### src/rtl/vga_sig_pkg.sv
// Shared types and CRC-32 helper for the VGA frame signature block.
// Holds the FSM state encoding and the MSB-first CRC-32 step.
package vga_sig_pkg;

   localparam logic [31:0] CRC32_POLY = 32'h04C11DB7;
   localparam logic [31:0] CRC32_INIT = 32'hFFFFFFFF;
   localparam int          CRC_MAX_W  = 64;

   typedef enum logic [1:0] {
      IDLE,
      SKIP,
      RUN
   } sig_state_t;

   // Folds the low 'width' bits of data into crc, most significant bit first.
   function automatic logic [31:0] crc32_step(
      input logic [31:0]          crc,
      input logic [CRC_MAX_W-1:0] data,
      input int                   width
   );
      logic [31:0] c;
      logic        fb;
      c  = crc;
      fb = 1'b0;
      for (int i = CRC_MAX_W - 1; i >= 0; i--) begin
         if (i < width) begin
            fb = c[31] ^ data[i];
            c  = {c[30:0], 1'b0} ^ (fb ? CRC32_POLY : 32'h0);
         end
      end
      return c;
   endfunction

endpackage

### src/rtl/vga_frame_signature_sig_accum.sv
// Per-frame accumulator: CRC-32 (MODE=0) or 32-bit wrap-around sum (MODE=1).
// clear restarts from the initial value and folds data in the same cycle.
module sig_accum
   import vga_sig_pkg::*;
#(
   parameter int MODE = 0,
   parameter int D    = 12
) (
   input  logic         clk,
   input  logic         rst,
   input  logic         clear,
   input  logic         fold,
   input  logic [D-1:0] data,
   output logic [31:0]  acc
);

   localparam logic [31:0] INIT = (MODE == 0) ? CRC32_INIT : 32'h0;

   logic [31:0] acc_q;
   logic [31:0] acc_d;
   logic [31:0] base;

   always_comb begin
      acc_d = acc_q;
      base  = clear ? INIT : acc_q;
      if (clear || fold) begin
         if (MODE == 0) begin
            acc_d = crc32_step(base, CRC_MAX_W'(data), D);
         end else begin
            acc_d = base + 32'(data);
         end
      end
   end

   always_ff @(posedge clk or negedge rst) begin
      if (!rst) begin
         acc_q <= INIT;
      end else begin
         acc_q <= acc_d;
      end
   end

   assign acc = acc_q;

endmodule

### src/rtl/vga_frame_signature.sv
// Per-frame signature generator tapping a VGA vs/pixel stream.
// Emits one registered signature per frame with length and compare flags.
module vga_frame_signature
   import vga_sig_pkg::*;
#(
   parameter int XDIM        = 1344,
   parameter int YDIM        = 806,
   parameter int COLOR_W     = 4,
   parameter int CHANNELS    = 3,
   parameter int MODE        = 0,
   parameter bit VS_ACTIVE   = 1'b0,
   parameter int SKIP_FRAMES = 1,
   parameter int FCNT_W      = 16
) (
   input  logic                         clk,
   input  logic                         rst,
   input  logic                         en,
   input  logic                         vs,
   input  logic [CHANNELS*COLOR_W-1:0]  pix,
   input  logic [31:0]                  exp_sig,
   input  logic                         cmp_en,
   output logic [31:0]                  sig,
   output logic                         sig_valid,
   output logic [FCNT_W-1:0]            frame_cnt,
   output logic                         len_err,
   output logic                         mismatch
);

   localparam int D     = CHANNELS * COLOR_W;
   localparam int NPIX  = XDIM * YDIM;
   localparam int CNT_W = $clog2(NPIX + 2);
   localparam int SKP_W = (SKIP_FRAMES > 0) ? $clog2(SKIP_FRAMES + 1) : 1;

   localparam logic [CNT_W-1:0] CNT_FULL  = CNT_W'(NPIX);
   localparam logic [CNT_W-1:0] CNT_SAT   = CNT_W'(NPIX + 1);
   localparam logic [CNT_W-1:0] CNT_ONE   = CNT_W'(1);
   localparam logic [SKP_W-1:0] SKIP_LOAD = SKP_W'(SKIP_FRAMES);
   localparam logic [SKP_W-1:0] SKIP_ONE  = SKP_W'(1);

   sig_state_t        state_q, state_d;
   logic              vs_q;
   logic [SKP_W-1:0]  skip_q, skip_d;
   logic [CNT_W-1:0]  cnt_q, cnt_d;
   logic [31:0]       sig_q, sig_d;
   logic              sig_valid_q, sig_valid_d;
   logic              len_err_q, len_err_d;
   logic              mismatch_q, mismatch_d;
   logic [FCNT_W-1:0] fcnt_q, fcnt_d;

   logic        boundary;
   logic        acc_clear;
   logic        acc_fold;
   logic [31:0] acc;

   sig_accum #(
      .MODE (MODE),
      .D    (D)
   ) u_accum (
      .clk   (clk),
      .rst   (rst),
      .clear (acc_clear),
      .fold  (acc_fold),
      .data  (pix),
      .acc   (acc)
   );

   always_comb begin
      boundary    = (vs == VS_ACTIVE) && (vs_q != VS_ACTIVE);
      state_d     = state_q;
      skip_d      = skip_q;
      cnt_d       = cnt_q;
      sig_d       = sig_q;
      sig_valid_d = 1'b0;
      len_err_d   = 1'b0;
      mismatch_d  = 1'b0;
      fcnt_d      = fcnt_q;
      acc_clear   = 1'b0;
      acc_fold    = 1'b0;

      if (boundary) begin
         // The boundary pixel opens the next frame.
         acc_clear = 1'b1;
         cnt_d     = CNT_ONE;
         unique case (state_q)
            IDLE: begin
               if (en) begin
                  skip_d  = SKIP_LOAD;
                  state_d = (SKIP_FRAMES > 0) ? SKIP : RUN;
               end
            end
            SKIP: begin
               skip_d = skip_q - SKIP_ONE;
               if (skip_q <= SKIP_ONE) begin
                  state_d = RUN;
               end
            end
            RUN: begin
               sig_d       = acc;
               sig_valid_d = 1'b1;
               len_err_d   = (cnt_q != CNT_FULL);
               mismatch_d  = cmp_en && (acc != exp_sig);
               fcnt_d      = fcnt_q + 1'b1;
               if (!en) begin
                  state_d = IDLE;
               end
            end
            default: state_d = IDLE;
         endcase
      end else if (state_q != IDLE) begin
         acc_fold = 1'b1;
         if (cnt_q != CNT_SAT) begin
            cnt_d = cnt_q + CNT_ONE;
         end
      end
   end

   always_ff @(posedge clk or negedge rst) begin
      if (!rst) begin
         state_q     <= IDLE;
         vs_q        <= ~VS_ACTIVE;
         skip_q      <= '0;
         cnt_q       <= '0;
         sig_q       <= '0;
         sig_valid_q <= 1'b0;
         len_err_q   <= 1'b0;
         mismatch_q  <= 1'b0;
         fcnt_q      <= '0;
      end else begin
         state_q     <= state_d;
         vs_q        <= vs;
         skip_q      <= skip_d;
         cnt_q       <= cnt_d;
         sig_q       <= sig_d;
         sig_valid_q <= sig_valid_d;
         len_err_q   <= len_err_d;
         mismatch_q  <= mismatch_d;
         fcnt_q      <= fcnt_d;
      end
   end

   assign sig       = sig_q;
   assign sig_valid = sig_valid_q;
   assign frame_cnt = fcnt_q;
   assign len_err   = len_err_q;
   assign mismatch  = mismatch_q;

endmodule
### config.mk
export PLATFORM = sky130hd
export DESIGN_NAME = vga_frame_signature
export DESIGN_NICKNAME = d
export VERILOG_FILES = /design/src/rtl/vga_sig_pkg.sv /design/src/rtl/vga_frame_signature_sig_accum.sv /design/src/rtl/vga_frame_signature.sv
export SDC_FILE = /design/constraint.sdc
export NUM_CORES = 1
export LEC_CHECK = 0
export ABC_AREA = 0
export BUFFER_PORTS_ARGS = -buffer_cell sky130_fd_sc_hd__buf_2
export CAP_MARGIN = 20
export CORE_MARGIN = 2
export CORE_UTILIZATION = 50
export CTS_CLUSTER_SIZE = 14
export DETAILED_ROUTE_END_ITERATION = 6
export PLACE_DENSITY = 0.76
export SYNTH_ARGS = -nofsm -noshare
export SYNTH_HDL_FRONTEND = slang
export SYNTH_SLANG_ARGS = --single-unit
### constraint.sdc
create_clock -name clk -period 3.14 [get_ports clk]
set_input_delay 0.628 -clock clk [delete_from_list [all_inputs] [get_ports clk]]
set_output_delay 0.628 -clock clk [all_outputs]
set_load 0.01 [all_outputs]
[Word level (Yosys, flattened, before mapping)]
Index checks and enable logic that the tools add are counted.
Cells by class
  reduce and logical (&&, ||, !) cells: 12
  multiplexer cells: 42
  add/subtract/negate cells: 3
  eq/ne operators: 8
  bitwise logic cells: 25
  order comparisons: 1
Operators with widths (number)
  $mux W32: 12
  $xor A32 B32 Y32: 12
  $mux W27: 12
  $mux W21: 3
  $ne A21 B21 Y1 const B: 2
  $ne A32 B32 Y1: 1
  $add A21 B1 Y21 const B: 1
  $add A16 B1 Y16 const B: 1
  $xor A1 B1 Y1: 12
  $mux W1: 10
  $reduce_bool A2 Y1: 4
  $mux W2: 3
  $ne A2 B2 Y1 const B: 3
  $pmux W2 S3: 1
  $reduce_and A2 Y1: 2
  $reduce_and A4 Y1: 1
  $reduce_and A3 Y1: 1
  $eq A2 B1 Y1 const B: 1
  $eq A2 B2 Y1 const B: 1
  $logic_and A1 B1 Y1: 2
  $logic_not A2 Y1: 1
  $pmux W1 S2: 1
  $le A1 B1 Y1 const B: 1
  $logic_or A1 B1 Y1: 1
  other kinds (2): 2
Word-level totals
  bits of input ports: 49
  flip-flop bits (word level): 108
  word-level logic and storage cells: 101
  output and inout port bits: 51

[Longest topological paths before layout]
Gate-level depths: netlist of the first run.
  depth in word-level cells: 51
  gate-level depth with buffers: 10
  depth with buffers taken out: 7

[Hierarchy]
A second synthesis of the first run with hierarchy kept.
Second synthesis, totals
  cells, all modules: 608
  area, all modules: 6451.2 um^2
By module, submodules not included
  vga_frame_signature: cells each 326, times used 1, area an instance 3629.7 um^2
  sig_accum: cells each 282, times used 1, area an instance 2821.5 um^2

[Least setup slack after synthesis of the first run]
No wires, ideal clock.
  path type: in2reg
  start point: input port pix[11]
  end point: register u_accum.acc_q[5] (netlist: u_accum.acc[5])
  library setup time: 0.073 ns
  arrival time: 2.437 ns
  setup slack: 0.630 ns
  data required time: 3.067 ns
  buffers on the path: 1
  stages: 7
  cell sequence: buf_4 xor2_1 xnor2_4 xor2_2 xnor3_2 xor2_1 a21oi_1
On the way
  longest elaborated chain between the ends: 27
RTL lines
  start: declaration: line vga_frame_signature.sv:19  | input logic [CHANNELS*COLOR_W-1:0] pix,
  $xor A1 B1 Y1 (*): line vga_sig_pkg.sv:27  | fb = c[31] ^ data[i];
  $mux W27 (*): line vga_sig_pkg.sv:28  | c = {c[30:0], 1'b0} ^ (fb ? CRC32_POLY : 32'h0);
  $xor A32 B32 Y32 (*): line vga_sig_pkg.sv:28
  $mux W32 (*): line vga_frame_signature_sig_accum.sv:26  | if (clear || fold) begin
  $xor A32 B32 Y32 (*): line vga_sig_pkg.sv:28
  $mux W32 (*): line vga_frame_signature_sig_accum.sv:26
  $xor A32 B32 Y32 (*): line vga_sig_pkg.sv:28
  $mux W32 (*): line vga_frame_signature_sig_accum.sv:26
  (+11 left out)
  $mux W32 (*): line vga_frame_signature_sig_accum.sv:26
  $xor A32 B32 Y32 (*): line vga_sig_pkg.sv:28
  $mux W32 (*): line vga_frame_signature_sig_accum.sv:26
  $xor A32 B32 Y32 (*): line vga_sig_pkg.sv:28
  $mux W32 (*): line vga_frame_signature_sig_accum.sv:26
  $xor A32 B32 Y32 (*): line vga_sig_pkg.sv:28
  $mux W32 (*): line vga_frame_signature_sig_accum.sv:26
  $xor A32 B32 Y32 (*): line vga_sig_pkg.sv:28
  end signal: assignment: line vga_frame_signature_sig_accum.sv:37  | acc_q <= INIT;
  end signal: assignment: line vga_frame_signature_sig_accum.sv:39  | acc_q <= acc_d;
  end: declaration: line vga_frame_signature_sig_accum.sv:19  | logic [31:0] acc_q;
Every way passes the cells marked *; elsewhere a longest branch is shown, timed or not. The select of a mux whose other input is x is not followed.
A chain may end at the register's enable or synchronous reset.

[Worst setup path in the final report of the first run]
  start point: register vs_q
  end point: register u_accum.acc_q[10] (netlist: u_accum.acc[10])
On the way
  longest elaborated chain between the ends: 30
RTL lines
  start: declaration: line vga_frame_signature.sv:41  | logic vs_q;
  start signal: assignment: line vga_frame_signature.sv:120  | vs_q <= ~VS_ACTIVE;
  start signal: assignment: line vga_frame_signature.sv:130  | vs_q <= vs;
  $logic_and A1 B1 Y1 (*): line vga_frame_signature.sv:68  | boundary = (vs == VS_ACTIVE) && (vs_q != VS_ACTIVE);
  $mux W1: line vga_frame_signature.sv:80  | if (boundary) begin
  $mux W32: line vga_frame_signature_sig_accum.sv:25  | base = clear ? INIT : acc_q;
  $xor A1 B1 Y1 or $xor A32 B32 Y32 (tied branches): line vga_sig_pkg.sv:27, vga_sig_pkg.sv:28
  $mux W27 or $mux W32 (tied branches): line vga_sig_pkg.sv:28, vga_frame_signature_sig_accum.sv:26
  $xor A32 B32 Y32 or $xor A1 B1 Y1 (tied branches): line vga_sig_pkg.sv:28, vga_sig_pkg.sv:27
  $mux W32 or $mux W27 (tied branches): line vga_frame_signature_sig_accum.sv:26, vga_sig_pkg.sv:28
  $xor A32 B32 Y32 or $xor A1 B1 Y1 (tied branches): line vga_sig_pkg.sv:28, vga_sig_pkg.sv:27
  (+14 left out)
  $mux W32 or $mux W27 (tied branches): line vga_frame_signature_sig_accum.sv:26, vga_sig_pkg.sv:28
  $xor A32 B32 Y32 or $xor A1 B1 Y1 (tied branches): line vga_sig_pkg.sv:28, vga_sig_pkg.sv:27
  $mux W32 or $mux W27 (tied branches): line vga_frame_signature_sig_accum.sv:26, vga_sig_pkg.sv:28
  $xor A32 B32 Y32: line vga_sig_pkg.sv:28
  $mux W32: line vga_frame_signature_sig_accum.sv:26
  $xor A32 B32 Y32 or $xor A1 B1 Y1 (tied branches): line vga_sig_pkg.sv:28, vga_sig_pkg.sv:27
  $mux W32 or $mux W27 (tied branches): line vga_frame_signature_sig_accum.sv:26, vga_sig_pkg.sv:28
  $xor A32 B32 Y32: line vga_sig_pkg.sv:28
Marked as above.

==> results of run 1 <==
[critical path: cells and delay by family (launching register included)]
| kind | cells | cell delay, ns |
|---|---|---|
| xor+xnor | 4 | 1.31 |
| simple gates | 2 | 0.53 |
| compound gates | 1 | 0.16 |
| flops | 1 | 0.53 |
[power breakdown]
part	switching (uW)	leakage, uW	internal, uW
registers	619	0.00130	2140
logic	3250	0.00171	3530
clock network	513	0.000152	665
total	4390	0.00317	6330
[metal layers]
layer	vias up	wire (um)	part of all wire (%)
met5	-	0	0
met4	0	318	2.2
met3	19	876	6.0
met2	129	6990	48
met1	2148	6430	44
li1	2095	-	-
[worst max-delay path by stage]
stage | slack (ns) | start | end
final | 0.55 | vs_q$_DFF_PN1_ | u_accum.acc[10]$_DFFE_PN1P_
after global routing | 0.39 | vs_q$_DFF_PN1_ | u_accum.acc[8]$_DFFE_PN1P_
after CTS | 0.56 | vs_q$_DFF_PN1_ | u_accum.acc[10]$_DFFE_PN1P_
after detailed placement | 0.37 | vs | u_accum.acc[8]$_DFFE_PN1P_
after global placement | 0.40 | vs | u_accum.acc[5]$_DFFE_PN1P_
after floorplan | 0.63 | pix[11] | u_accum.acc[5]$_DFFE_PN1P_
[Yosys cell counts, types with 2 or more instances]
master	number
ha_1	4
buf_4	5
nand2_1	37
o21ai_1	3
a22o_1	2
nand4_1	17
xnor3_1	5
xnor2_2	8
dfstp_2	33
o21ai_0	19
xnor2_1	126
xor2_1	49
clkbuf_1	15
buf_2	7
mux2_2	37
xnor2_4	2
nand2b_1	2
and4_1	2
dfrtp_1	74
or3_1	5
nor4b_1	2
inv_1	7
nor4_1	3
and3_1	5
nand3_1	12
nor2_1	69
nor3_1	3
a21oi_1	14
[stage by stage]
step / area, um^2 / utilization, % / cells / hold slack (ns)
2_1_floorplan: 6210 / - / 580 / 0.332
5_1_grt: 7260 / 60.2 / 853 / 0.387
4_1_cts: 7260 / 60.2 / 853 / 0.379
6_report: 7260 / 60.2 / 853 / 0.359
3_5_place_dp: 6950 / 57.6 / 837 / 0.457
3_3_place_gp: 6950 / 57.6 / 837 / 0.454
[state kept, by name, indices dropped and copies added, names as in the netlist]
signal / count
cnt_q: 21
len_err: 1
sig_valid: 1
sig: 32
state_q: 2
u_accum.acc: 32
frame_cnt: 16
vs_q: 1
mismatch: 1
[logic make-up after synthesis]
group / share of synthesized area, %
buffers and inverters: 2.64
AOI/OAI and AO/OA: 3.30
DFF: 43.8
adders and majority gates: 0.806
and+or+nand+nor: 12.1
xor gates and xnor gates: 30.5
muxes: 6.87
[layout make-up]
cell class | count | area (um^2)
Clock buffer | 11 | 253
Sequential cell | 107 | 2720
Inverter | 7 | 26.3
Clock inverter | 5 | 60.1
Timing Repair Buffer | 118 | 653
Multi-Input combinational cell | 437 | 3340
Fill cell | 1002 | 4800
Tap cell | 168 | 210
==> results.yml, run 1 <==
placement:
  io_buffers: 99
  dp_hpwl_um: 11000
  dpl_worst_slack_ns: 0.374
  place_congestion: 0.936
global_route:
  grt_pass1_vias: 4418
  grt.busiest_layer: "met2"
  grt_use_total_pct: 23.4
  grt_use_met2_pct: 37.9
  grt_overflow: 0
  grt_pass1_wl_um: 23500
  grt_max_degree: 61
  use_met1_pct: 31.9
  antenna_found_initial: 0
  met3_usage_pct: 4.45
cts:
  clk_pin_slew_ns: 0.07
  numCtsBuffers: 9
  cts_tree: "yes"
  cts_max_level: 3
  cts_buffer_depth: 2
  ctsResizeCount: 0
  cts_root_buffer: "clkbuf_16"
  cts_sinks: 107
  postCtsSetupRepairBufs: 0
  ctsHoldBuffers: 0
  clk_latency_ns: 0.35
synth:
  syn_inst: 580
  ys_ff_latch: 107
  ys_types: 41
  synth-seq-area-share_pct: 43.8
  synth_top_area_share_pct: 29.8
  syn_area_mm2: 0.00621
  synth_area_leader_cell: "dfrtp_1"
  synth_edf_count: 0
  async_flop_share_pct: 100
  synth_ff_type: "dfrtp_1"
  synth_area_leaders: "dfrtp_1 (30%), xnor2_1 (18%), dfstp_2 (14%)"
  syn-num-nets: 633
  ys_warn_count: 0
  avgSynthCellArea_um2: 10.7
floorplan:
  start_util_pct: 51.5
  coreArea_mm2: 0.0121
  die_area_mm2: 0.0133
  rows: 40
  fp.dieW_um: 115
  fp.dieH_um: 115
  num_io_pins: 100
route:
  drc: 0
  dr.pass1.iters: 4
  vias: 4391
  drt-total-wl_um: 14600
  via_per_inst: 5.15
  postRouteAntennaNets: 0
  wl_per_cell_um: 17.1
  drt_iter0_drc: 259
timing:
  rsz0062_at_grt: "false"
  finalSetupViolCount: 0
  maxSlewHeadroom_pct: 49.0
  fmaxAchievable_ghz: 0.386
  period_needed_ns: 2.59
  fin_ws_ns: 0.549
  finalSetupTns_ns: 0
  max_slew.worst_pin.slew_ns: 0.765
  hold_viol: 0
  slew_viol_final: 0
  fin_skew_ns: 0.00566
  fin_crit_sh_pct: 82.5
power_and_ir_drop:
  total_power_uw: 10700
  power_leakage_uw: 0.00317
  powerDensity_mw_per_mm2: 1480
  ir_drop_mv: 0.864
final_layout:
  insertedDiodeCount: 0
  nets: 733
  final_cell_mix: "xnor2_1 (126), buf_2 (98), dfrtp_1 (74)"
  areaGrowthSynthToFinish_pct: 16.9
  drive_gt1_share_pct: 32.1
  final_common_cell: "xnor2_1"
worst_setup_path:
  r2r_slack_ns: 0.55
  rr_endpoint: "u_accum.acc[10]$_DFFE_PN1P_"
  cp.arrival_ns: 2.87
  end_kind: "flop"
  cp-start-kind: "flop"
  reg2reg_from: "vs_q$_DFF_PN1_"
  crit_slowest_cell: "dfstp_2"
  path_cells: "nor2b_2, nor2_1, xnor2_2, xnor2_4, xnor2_1, xnor3_1, a21oi_1"
  cp_slowest_stage_delay_ns: 0.53
  crit_required_ns: 3.42
  critPathKind: "flop to flop"
  critPathMaxFanout: 11
  r2r_cells: 7
outcome:
  status: "completed"
job:
  maxCapViolCount: 0
hold_path:
  hold_path.class: "input port to asynchronous set/reset pin"
Note: power is estimated with default switching activity, not from simulation.
==> run 2, diff against run 1 <==
Settings changed: PLACE_DENSITY 0.76 to 0.79.
Clock period 3.14 ns to 2.14 ns, I/O delays scaled along.
==> run 2 against run 1 <==
  * The flow now finishes with violations (negative setup slack)
  * Fmax is 11% higher
  * Sequential share of layout area shrank 5.0 points
  * Utilization rose by 9.2 points
  * Global-route usage grew 2.9 points
  * Worst setup slack worse by 0.75 ns
  * Die area stayed put
  * Clock-buffer cell count fell by 2
  * Final area up 15%
  * Cell count up 9.4%
  * Critical path type unchanged
  * Largest cell class unchanged
==> results.yml, run 2 (same netlist as run 1, synthesis figures left out) <==
placement:
  placed_area_mm2: 0.00743
  io_buffers: 99
  dpl_worst_slack_ns: -0.191
  dp_hpwl_um: 11700
  place_congestion: 0.917
hold_path:
  hold_path.class: "input port to asynchronous set/reset pin"
worst_setup_path:
  reg2reg_from: "vs_q$_DFF_PN1_"
  critPathMaxFanout: 5
  cp_slowest_stage_delay_ns: 0.53
  crit_slowest_cell: "dfstp_2"
  end_kind: "flop"
  critPathKind: "flop to flop"
  path_cells: "nor2b_4, buf_6, nor2_4, xnor2_4, buf_12, xor2_4, xnor3_2, xor2_1, a21oi_1"
  cp-start-kind: "flop"
  r2r_slack_ns: -0.20
  cp.arrival_ns: 2.63
  r2r_cells: 9
  rr_endpoint: "u_accum.acc[5]$_DFFE_PN1P_"
  crit_required_ns: 2.43
final_layout:
  insertedDiodeCount: 0
  final_cell_mix: "xnor2_1 (101), buf_2 (98), buf_4 (83)"
  post-route-util_pct: 69.4
  final_common_cell: "xnor2_1"
  design_area_mm2: 0.00837
  areaGrowthSynthToFinish_pct: 34.7
  nets: 813
  drive_gt1_share_pct: 45.5
floorplan:
  num_io_pins: 100
  fp.dieH_um: 115
  rows: 40
  die_area_mm2: 0.0133
  start_util_pct: 51.5
  fp.dieW_um: 115
  coreArea_mm2: 0.0121
global_route:
  grt_overflow: 0
  grt_pass1_vias: 5142
  grt_pass1_wl_um: 26300
  antenna_found_initial: 0
  grt_use_total_pct: 26.3
  grt_max_degree: 52
timing:
  rsz0062_at_grt: "true"
  fin_crit_sh_pct: 109
  maxSlewHeadroom_pct: 65.4
  fin_ws_ns: -0.200
  finalSetupViolCount: 19
  fmaxAchievable_ghz: 0.427
  slew_viol_final: 0
  max_slew.worst_pin.slew_ns: 0.518
  fin_skew_ns: 0.0117
  hold_viol: 0
  period_needed_ns: 2.34
route:
  drc: 0
  wl_per_cell_um: 19.0
  drt_iter0_drc: 364
  dr.pass1.iters: 5
  wl_met1_um: 6810
  dr_wl_met3_um: 1090
  drt-total-wl_um: 17700
  via_per_inst: 5.41
  vias: 5051
  postRouteAntennaNets: 0
  top_layer_used: "met4"
  routed-wl-met2_um: 8940
cts:
  clk_latency_ns: 0.37
  cts_buffer_depth: 2
  cts_max_level: 3
  numCtsBuffers: 9
  cts_root_buffer: "clkbuf_16"
  clk_pin_slew_ns: 0.08
  cts_tree: "yes"
  cts_sinks: 107
outcome:
  failed_checks: "negative setup slack"
  status: "finished, violations left"
job:
  maxCapViolCount: 0
-- run 2: changes by cell type in the layout (fill, tap and decap cells not counted), moves of 4 or more --
cell / delta
xor2_1: -10
xnor2_4: +7
buf_6: +14
o21ai_0: -7
xnor2_1: -25
nor2_4: +4
o21ai_1: +7
nor2_1: -9
buf_4: +64
xnor2_2: +18
xor2_2: +7
nor2_2: +5
-- run 2: worst max-delay path: cells and delay by family, from the launching register on --
kind / cells / cell delay [ns]
AO/OA/AOI/OAI: 1 / 0.15
buffers and inverters: 2 / 0.28
flip-flops: 1 / 0.53
AND/OR/NAND/NOR: 2 / 0.26
XOR/XNOR: 4 / 1.03
-- run 2: worst max-delay path by stage --
stage                         from                           to  slack, ns  depth (start not counted)
finish              vs_q$_DFF_PN1_   u_accum.acc[5]$_DFFE_PN1P_      -0.20                          9
global route        vs_q$_DFF_PN1_   u_accum.acc[5]$_DFFE_PN1P_      -0.27                          9
CTS                 vs_q$_DFF_PN1_  u_accum.acc[12]$_DFFE_PN1P_      -0.13                          9
detailed placement              vs  u_accum.acc[12]$_DFFE_PN1P_      -0.19                          9
global placement                vs  u_accum.acc[10]$_DFFE_PN1P_      -0.11                          9
floorplan           vs_q$_DFF_PN1_   u_accum.acc[5]$_DFFE_PN1P_      -0.09                          9
-- run 2: cell type report --
type	instances	area (um^2)
fillers	840	3690
repair buffers	198	1330
well taps	168	210
multi-input cells	437	3780
flip-flops and latches	107	2720
clock inverters	7	77.6
inverters	7	26.3
clock buffers	9	225
-- run 2: through the flow --
step                hold WS, ns  setup TNS (ns)  cells
finish                  0.00870           -2.03    933
CTS                      0.0173          -0.870    927
global route             0.0330           -3.52    933
detailed placement        0.409           -1.79    887
floorplan                 0.132          -0.249    580
global placement          0.405          -0.764    887
-- run 2: repair_timing --
| action | CTS | global route |
|---|---|---|
| setup buffers | 25 | 7 |
| setup endpoints to repair | 19 | 28 |
| hold buffers | 0 | 0 |
| pin swaps | 26 | 20 |
| cloned | 0 | 0 |
| gates resized for setup | 35 | 37 |
| hold endpoints to repair | 0 | 0 |
-- run 2: layer usage --
layer / vias up / global-route usage, %
li1: 2248 / -
met2: 204 / 45.5
met5: - / 0
met4: 0 / 12.8
met3: 72 / 6.64
met1: 2527 / 30.6
Power of run 2 is not shown: default switching activity piles up to over one toggle a cycle in this logic, so the estimate is an artifact.
